--- src/rtl/seq_add_sub_if.sv ---
`timescale 1ns/1ps
`default_nettype none
// ============================================================================
// Module   : seq_add_sub_if
// Purpose  : Operand/result valid-ready bundle for the sequential add/sub unit
// Revision : 1.0
// ============================================================================
interface seq_add_sub_if #(
    parameter int WIDTH = 16
);
    logic             in_valid;
    logic             in_ready;
    logic [WIDTH-1:0] a;
    logic [WIDTH-1:0] b;
    logic             ci;
    logic             sub;
    logic             out_valid;
    logic             out_ready;
    logic [WIDTH-1:0] s;
    logic             co;
    logic             ovf;
    logic             busy;

    modport master (
        output in_valid, a, b, ci, sub, out_ready,
        input  in_ready, out_valid, s, co, ovf, busy
    );

    modport slave (
        input  in_valid, a, b, ci, sub, out_ready,
        output in_ready, out_valid, s, co, ovf, busy
    );
endinterface
`default_nettype wire

--- src/rtl/seq_add_sub.sv ---
`timescale 1ns/1ps
`default_nettype none
// ============================================================================
// Module   : seq_add_sub
// Purpose  : Multi-cycle adder/subtractor, CHUNK bits per cycle, LSB first
// Revision : 1.0
// ============================================================================
module seq_add_sub #(
    parameter int WIDTH = 16,
    parameter int CHUNK = 4
) (
    input  logic              clk,
    input  logic              rst,
    seq_add_sub_if.slave      bus_io
);
    localparam int NCH   = WIDTH / CHUNK;
    localparam int CNT_W = (NCH > 1) ? $clog2(NCH) : 1;
    localparam logic [CNT_W-1:0] C_LAST = CNT_W'(NCH - 1);

    generate
        if (CHUNK < 1 || CHUNK > WIDTH) begin : g_bad_chunk
            $fatal(1, "seq_add_sub: CHUNK must satisfy 1 <= CHUNK <= WIDTH");
        end else if (WIDTH % CHUNK != 0) begin : g_bad_width
            $fatal(1, "seq_add_sub: WIDTH must be a multiple of CHUNK");
        end
    endgenerate

    typedef enum logic [1:0] {
        ST_IDLE = 2'd0,
        ST_RUN  = 2'd1,
        ST_DONE = 2'd2
    } state_t;

    state_t             state_q, state_d;
    logic [WIDTH-1:0]   ra_q, ra_d;
    logic [WIDTH-1:0]   rb_q, rb_d;
    logic [WIDTH-1:0]   res_q, res_d;
    logic [WIDTH-1:0]   s_q, s_d;
    logic               carry_q, carry_d;
    logic               co_q, co_d;
    logic               ovf_q, ovf_d;
    logic [CNT_W-1:0]   cnt_q, cnt_d;

    logic [CHUNK:0]     chunk_sum;
    logic               chunk_msb_cin;
    logic [WIDTH-1:0]   res_ins;
    logic               in_ready, out_valid, busy;

    assign chunk_sum = {1'b0, ra_q[CHUNK-1:0]} + {1'b0, rb_q[CHUNK-1:0]}
                     + {{CHUNK{1'b0}}, carry_q};
    // Carry into the chunk MSB recovered from its sum bit; in the last chunk this is the carry into bit WIDTH-1.
    assign chunk_msb_cin = chunk_sum[CHUNK-1] ^ ra_q[CHUNK-1] ^ rb_q[CHUNK-1];

    always_comb begin
        res_ins = res_q;
        res_ins[cnt_q*CHUNK +: CHUNK] = chunk_sum[CHUNK-1:0];
    end

    always_ff @(posedge clk or posedge rst) begin
        if (rst) begin
            state_q <= ST_IDLE;
            ra_q    <= '0;
            rb_q    <= '0;
            res_q   <= '0;
            s_q     <= '0;
            carry_q <= 1'b0;
            co_q    <= 1'b0;
            ovf_q   <= 1'b0;
            cnt_q   <= '0;
        end else begin
            state_q <= state_d;
            ra_q    <= ra_d;
            rb_q    <= rb_d;
            res_q   <= res_d;
            s_q     <= s_d;
            carry_q <= carry_d;
            co_q    <= co_d;
            ovf_q   <= ovf_d;
            cnt_q   <= cnt_d;
        end
    end

    always_comb begin
        state_d   = state_q;
        ra_d      = ra_q;
        rb_d      = rb_q;
        res_d     = res_q;
        s_d       = s_q;
        carry_d   = carry_q;
        co_d      = co_q;
        ovf_d     = ovf_q;
        cnt_d     = cnt_q;
        in_ready  = 1'b0;
        out_valid = 1'b0;
        busy      = 1'b0;
        case (state_q)
            ST_IDLE: begin
                in_ready = 1'b1;
                if (bus_io.in_valid) begin
                    // Subtraction is a + ~b + ~borrow, so the RUN datapath only ever adds.
                    ra_d    = bus_io.a;
                    rb_d    = bus_io.sub ? ~bus_io.b : bus_io.b;
                    carry_d = bus_io.sub ? ~bus_io.ci : bus_io.ci;
                    cnt_d   = '0;
                    res_d   = '0;
                    state_d = ST_RUN;
                end
            end
            ST_RUN: begin
                busy    = 1'b1;
                ra_d    = ra_q >> CHUNK;
                rb_d    = rb_q >> CHUNK;
                carry_d = chunk_sum[CHUNK];
                res_d   = res_ins;
                cnt_d   = cnt_q + 1'b1;
                if (cnt_q == C_LAST) begin
                    cnt_d   = '0;
                    s_d     = res_ins;
                    co_d    = chunk_sum[CHUNK];
                    ovf_d   = chunk_msb_cin ^ chunk_sum[CHUNK];
                    state_d = ST_DONE;
                end
            end
            ST_DONE: begin
                busy      = 1'b1;
                out_valid = 1'b1;
                if (bus_io.out_ready) begin
                    state_d = ST_IDLE;
                end
            end
            default: begin
                state_d = ST_IDLE;
            end
        endcase
    end

    assign bus_io.in_ready  = in_ready;
    assign bus_io.out_valid = out_valid;
    assign bus_io.busy      = busy;
    assign bus_io.s         = s_q;
    assign bus_io.co        = co_q;
    assign bus_io.ovf       = ovf_q;
endmodule
`default_nettype wire

--- src/flat_wrapper.sv ---
// flat-port wrapper written by rule: the top's interface ports become plain ports
module seq_add_sub_flat 
#(
    parameter int WIDTH = 16,
    parameter int CHUNK = 4
)
  (clk, rst, bus_io_in_valid, bus_io_a, bus_io_b, bus_io_ci, bus_io_sub, bus_io_out_ready, bus_io_in_ready, bus_io_out_valid, bus_io_s, bus_io_co, bus_io_ovf, bus_io_busy);
  seq_add_sub_if #(.WIDTH(WIDTH)) bus_io_i ();
  input  logic clk;
  input  logic rst;
  input wire logic [$bits(bus_io_i.in_valid)-1:0] bus_io_in_valid;
  input wire logic [$bits(bus_io_i.a)-1:0] bus_io_a;
  input wire logic [$bits(bus_io_i.b)-1:0] bus_io_b;
  input wire logic [$bits(bus_io_i.ci)-1:0] bus_io_ci;
  input wire logic [$bits(bus_io_i.sub)-1:0] bus_io_sub;
  input wire logic [$bits(bus_io_i.out_ready)-1:0] bus_io_out_ready;
  output wire logic [$bits(bus_io_i.in_ready)-1:0] bus_io_in_ready;
  output wire logic [$bits(bus_io_i.out_valid)-1:0] bus_io_out_valid;
  output wire logic [$bits(bus_io_i.s)-1:0] bus_io_s;
  output wire logic [$bits(bus_io_i.co)-1:0] bus_io_co;
  output wire logic [$bits(bus_io_i.ovf)-1:0] bus_io_ovf;
  output wire logic [$bits(bus_io_i.busy)-1:0] bus_io_busy;
  assign bus_io_i.in_valid = bus_io_in_valid;
  assign bus_io_i.a = bus_io_a;
  assign bus_io_i.b = bus_io_b;
  assign bus_io_i.ci = bus_io_ci;
  assign bus_io_i.sub = bus_io_sub;
  assign bus_io_i.out_ready = bus_io_out_ready;
  assign bus_io_in_ready = bus_io_i.in_ready;
  assign bus_io_out_valid = bus_io_i.out_valid;
  assign bus_io_s = bus_io_i.s;
  assign bus_io_co = bus_io_i.co;
  assign bus_io_ovf = bus_io_i.ovf;
  assign bus_io_busy = bus_io_i.busy;
  seq_add_sub #(.WIDTH(WIDTH), .CHUNK(CHUNK)) u_core (.clk(clk), .rst(rst), .bus_io(bus_io_i));
endmodule
--- config.mk ---
export PLATFORM = sky130hd
export DESIGN_NAME = seq_add_sub_flat
export DESIGN_NICKNAME = d
export VERILOG_FILES = /design/src/rtl/seq_add_sub_if.sv /design/src/rtl/seq_add_sub.sv /design/src/flat_wrapper.sv
export SDC_FILE = /design/constraint.sdc
export NUM_CORES = 1
export LEC_CHECK = 0
export CAP_MARGIN = 10
export CORE_MARGIN = 10
export CORE_UTILIZATION = 40
export CTS_CLUSTER_SIZE = 12
export DETAILED_ROUTE_END_ITERATION = 8
export HOLD_SLACK_MARGIN = 0.05
export SLEW_MARGIN = 20
export SYNTH_ARGS = -nofsm -noshare
export SYNTH_HDL_FRONTEND = slang
export SYNTH_SLANG_ARGS = --single-unit
--- constraint.sdc ---
create_clock -name clk -period 4.04 [get_ports clk]
set_input_delay 0.404 -clock clk [delete_from_list [all_inputs] [get_ports clk]]
set_output_delay 0.404 -clock clk [all_outputs]
set_load 0.1 [all_outputs]
# Yosys cells after proc, flatten, opt, wreduce, memory -nomap -nowiden
# Cells that the tools add are included.
[totals]
ff_bits = 71
latchBits = 0
ram_bits = 0
mem_bits_ro = 0
inputBits = 38
out_inout_bits = 21
wordCells = 53
n_memories = 0
[op_classes]
add_sub_neg = 4
mul = 0
div = 0
magnitude_cmp = 0
eq_ne = 6
shifts = 2
n_mux = 21
n_bitwise = 5
n_reduce_logical = 6
[ops]
columns = ["operator", "count"]
rows = [
  ["$pmux 16 s2", 3],
  ["$mux 16", 4],
  ["$neg 4->34", 1],
  ["$shift 4x34->16 const A", 1],
  ["$shiftx 4x34->16", 1],
  ["$bwmux 16", 1],
  ["$not 16->16", 1],
  ["$mux 2", 5],
  ["$pmux 2 s3", 1],
  ["$add 4x4->5", 1],
  ["$add 5x1->5", 1],
  ["$mux 1", 5],
  ["$eq 2x2->1 const B", 2],
  ["$ne 2x2->1 const B", 2],
  ["$pmux 2 s2", 1],
  ["$reduce_and 2->1", 2],
  ["$reduce_and 3->1", 1],
  ["$xor 1x1->1", 3],
  ["$add 2x1->2 const B", 1],
  ["$eq 2x1->1 const B", 1],
  ["$logic_not 2->1", 1],
  ["$ne 2x1->1 const B", 1],
  ["$pmux 1 s2", 1],
  ["$reduce_bool 2->1", 1],
  ["2 further kinds", 2],
]

# Depth between registers and ports, before layout
[logic_depth]
word_depth = 5
mapped_depth = 9
depth_no_buf = 8

# Worst setup path before layout
# OpenSTA, ideal clock, no wires.
[synth_timing]
path_kind = "reg-to-reg"
start = "register u_core.state_q[0]"
end = "register u_core.ra_q[3]"
setup_ns = 0.122
arrival_ns = 2.250
required_ns = 3.918
slack_ns = 1.668
stages_incl_launch_ff = 9
path_buffers = 2
synth_period_minus_slack_ns = 2.372
cell_sequence = "dfrtp_1 inv_1 ha_1 inv_1 a21o_4 buf_6 buf_6 nor2_2 a21oi_2"
[synth_between]
elab_chain_len = 3
elab_cells_between_ends = 6
classes_between = "eq/ne (2); mux (1); reduce/logical (3)"
[synth_rtl]
columns = ["item", "line", "source"]
rows = [
  ["from (decl)", "seq_add_sub.sv:34", "state_t state_q, state_d;"],
  ["from (signal assigned)", "seq_add_sub.sv:71", "state_q <= state_d;"],
  ["$eq 2x1->1 or $logic_not 2->1 (tied branches)", "seq_add_sub.sv:96", "case (state_q)"],
  ["$reduce_bool 2->1 (no line) or $ne 2x2->1 (tied branches)", "--", ""],
  ["$reduce_and 2->1 (no line)", "--", ""],
  ["to (signal assigned)", "seq_add_sub.sv:72", "ra_q <= ra_d;"],
  ["to (decl)", "seq_add_sub.sv:35", "logic [WIDTH-1:0] ra_q, ra_d;"],
]
# Several ways; a longest one is shown, not always the timed one.
# A chain may end at the register's enable or synchronous reset.

# Worst setup path in the final report
[layout_timing]
start = "register u_core.state_q[0]"
end = "output port bus_io_in_ready"
[layout_between]
elab_chain_len = 2
[layout_rtl]
columns = ["item", "line", "source"]
rows = [
  ["$logic_not 2->1", "seq_add_sub.sv:96", ""],
  ["$mux 1", "seq_add_sub.sv:96", ""],
  ["to (decl)", "flat_wrapper.sv:17", "output wire logic [$bits(bus_io_i.in_ready)-1:0] bus_io_in_ready;"],
]
# Every way passes these cells.

==> results.py <==
metrics = {
    "cts": {
        "cts_resized": 0,
        "cts_buffers": 9,
        "cts_tree": "yes",
        "hold_buffers": 0,
        "htreeDepth": 3,
        "post_cts_buffers": 0,
        "clockRootBuffer": "clkbuf_8",
        "ctsLongestPathBuffers": 2,
        "clock-sinks": 71,
        "clk_pin_slew_ns": 0.08,
        "clk_latency_ns": 0.35,
    },
    "cells_and_area": {
        "antenna_cells": 0,
        "fin_nets": 492,
        "drive_above_1_share": 0.121,
        "area_growth_pct": 23.1,
    },
    "worst_setup_path": {
        "start_kind": "flop",
        "r2r_cells": 7,
        "cp_max_fo": 8,
        "cp.required_ns": 3.64,
        "r2r_start": "u_core.state_q[1]",
        "end_kind": "output pin",
        "crit-reg2reg-capture": "u_core.res_q[12]",
        "cp.arrival_ns": 2.28,
        "path_class": "flop to output pin",
        "timing.reg2reg.setup_slack_ns": 1.65,
    },
    "drt": {
        "dr.pass1.iters": 4,
        "via_count": 2841,
        "routedWlPerCell_um": 15.4,
        "routed_wl_um": 8550,
        "drt_iter0_markers": 175,
        "drtAntennaViolNets": 0,
        "avgViaCountPerCell": 5.11,
        "drcViolationCount": 0,
    },
    "global_route": {
        "grt_pass1_vias": 3015,
        "grtUsageMet3": 0.0428,
        "gr-usage-all-layers": 0.131,
        "grt_antenna_before_repair": 0,
        "busiest_layer": "met2",
        "grt_max_degree": 39,
        "grt_first_pass_wirelength_um": 14300,
        "gr-usage-met2": 0.222,
        "grtUsageMet1": 0.154,
        "grt_overflow": 0,
    },
    "timing": {
        "drv_slew": 0,
        "setup_viol": 0,
        "period_minus_slack_ns": 2.68,
        "clock.fmax_mhz": 373,
        "finClkSkew_ns": 0.00890,
        "grt_setup_unrepaired": "false",
        "setup_tns_ns": 0,
        "relSlewSlack": 0.346,
        "fin_crit_sh": 0.664,
        "max_slew.worst_pin.slew_ns": 0.978,
        "hold_viol_final": 0,
    },
    "place": {
        "io_buffers": 58,
        "place_congestion": 0.838,
        "hpwlAfterDp_um": 6290,
    },
    "floorplan": {
        "die_w_um": 117,
        "start_util": 0.407,
        "core-area_mm2": 0.00920,
        "pin_count": 59,
        "rows": 35,
        "die_h_um": 117,
        "die-area_mm2": 0.0136,
    },
    "logic_synthesis": {
        "syn-mean-instance-area_um2": 9.65,
        "netlist_area_mm2": 0.00375,
        "dominantRegCellSynth": "dfrtp_1",
        "synthTopCellsByArea": "dfrtp_1 (47%), o21ai_0 (5.7%), nand2_1 (5.2%)",
        "synth_top_area_share": 0.474,
        "syn_inst": 388,
        "synth_top_area_cell": "dfrtp_1",
        "synth_cell_types": 41,
        "yosysSeqAreaShare": 0.474,
        "synth-async-reset-ratio": 1.00,
        "yosysWarningCount": 0,
        "synth_edf_count": 0,
        "syn-num-nets": 440,
        "ys_ff_latch": 71,
    },
    "flow_run": {
        "cap_violations": 0,
    },
    "status": {
        "outcome": "finished, final reports clean",
    },
    "worst_hold_path": {
        "hold_path_startpoint": "u_core.res_q[7]",
        "min_path_cells": 2,
        "whs_endpoint": "u_core.res_q[7]",
        "worstHoldPathType": "flop to flop",
    },
}
-- critical path, cell delays in order, from the launching register on --
cell and delay [ns]:
dfrtp_1 0.40, inv_1 0.09, ha_1 0.26, clkdlybuf4s50_1 1.17
-- how the worst max path moves through the flow --
stage / from / end / depth (start not counted)
final: u_core.state_q[0] / bus_io_in_ready / 3
after global placement: u_core.state_q[1] / u_core.res_q[13] / 6
after CTS: u_core.state_q[0] / bus_io_in_ready / 3
after floorplan: u_core.state_q[0] / u_core.ra_q[3] / 8
after global routing: u_core.state_q[0] / bus_io_in_ready / 3
after detailed placement: u_core.state_q[1] / u_core.res_q[12] / 7
-- area by class of cell --
cell class	count	area (um^2)
Fill cell	875	4580
Clock buffer	10	138
Timing Repair Buffer	61	603
Inverter	16	60.1
Tap cell	111	139
Multi-Input combinational cell	281	1790
Sequential cell	71	1780
Clock inverter	6	108
-- cells in the final DEF, fill, tap and decap left out, types with 6 or more instances in the layout --
cell             synthesis  final
dfrtp_1                 71     71
clkdlybuf4s50_1          0     58
nand2_1                 52     52
o21ai_0                 43     43
a21oi_1                 37     37
nor2_1                  25     25
xnor2_1                 17     17
inv_1                   15     14
a21oi_2                 12     12
nor2b_1                 11     11
mux2i_1                 11     11
ha_1                    12     11
clkbuf_8                 0     10
a22oi_1                  7      7
o21ai_2                  6      6
nor2_2                   6      6
-- through the flow --
step	hold slack (ns)	area (um^2)	cells	utilization	setup slack [ns]
5_1_grt	0.510	4610	556	0.502	1.22
2_1_floorplan	0.442	3750	388	-	1.67
3_5_place_dp	0.462	4370	540	0.475	1.68
6_report	0.475	4610	556	0.502	1.36
3_3_place_gp	0.459	4370	540	0.475	1.73
4_1_cts	0.479	4610	556	0.502	1.33
-- logic make-up (layout without fill, tap and decap cells) --
| logic type | count (synthesis) | after routing | share of synthesized area |
|---|---|---|---|
| compound gates | 120 | 120 | 0.195 |
| simple gates | 111 | 111 | 0.140 |
| flops | 71 | 71 | 0.474 |
| buf+inv | 36 | 93 | 0.0488 |
| xor+xnor | 22 | 22 | 0.0534 |
| fa+ha+maj | 14 | 14 | 0.0508 |
| mux | 14 | 14 | 0.0384 |
-- state kept, by name, summed over array words and instances (netlist names) --
| name | flops |
|---|---|
| u_core.res_q | 16 |
| u_core.bus_io.ovf | 1 |
| u_core.bus_io.co | 1 |
| u_core.bus_io.s | 16 |
| u_core.carry_q | 1 |
| u_core.state_q | 2 |
| u_core.rb_q | 16 |
| u_core.ra_q | 16 |
| u_core.cnt_q | 2 |
-- cell usage after synthesis (6+ instances only) --
cell type and instances:
inv_1 15, dfrtp_1 71, ha_1 12, o21ai_2 6, xnor2_1 17, a22oi_1 7
nor2_1 25, clkbuf_1 6, mux2i_1 11, nor2b_1 11, nor2_2 6, a21oi_1 37
nand2_1 52, a21oi_2 12, o21ai_0 43, buf_2 8
-- metal layers --
layer / part of all wire / vias up / routed length, um
met3: 0.054 / 13 / 464
met1: 0.45 / 1328 / 3820
met5: 0 / - / 0
met2: 0.48 / 72 / 4140
met4: 0.014 / 0 / 123
li1: - / 1428 / -
Power is not shown: default switching activity piles up to over one toggle a cycle in this logic, so the estimate is an artifact.
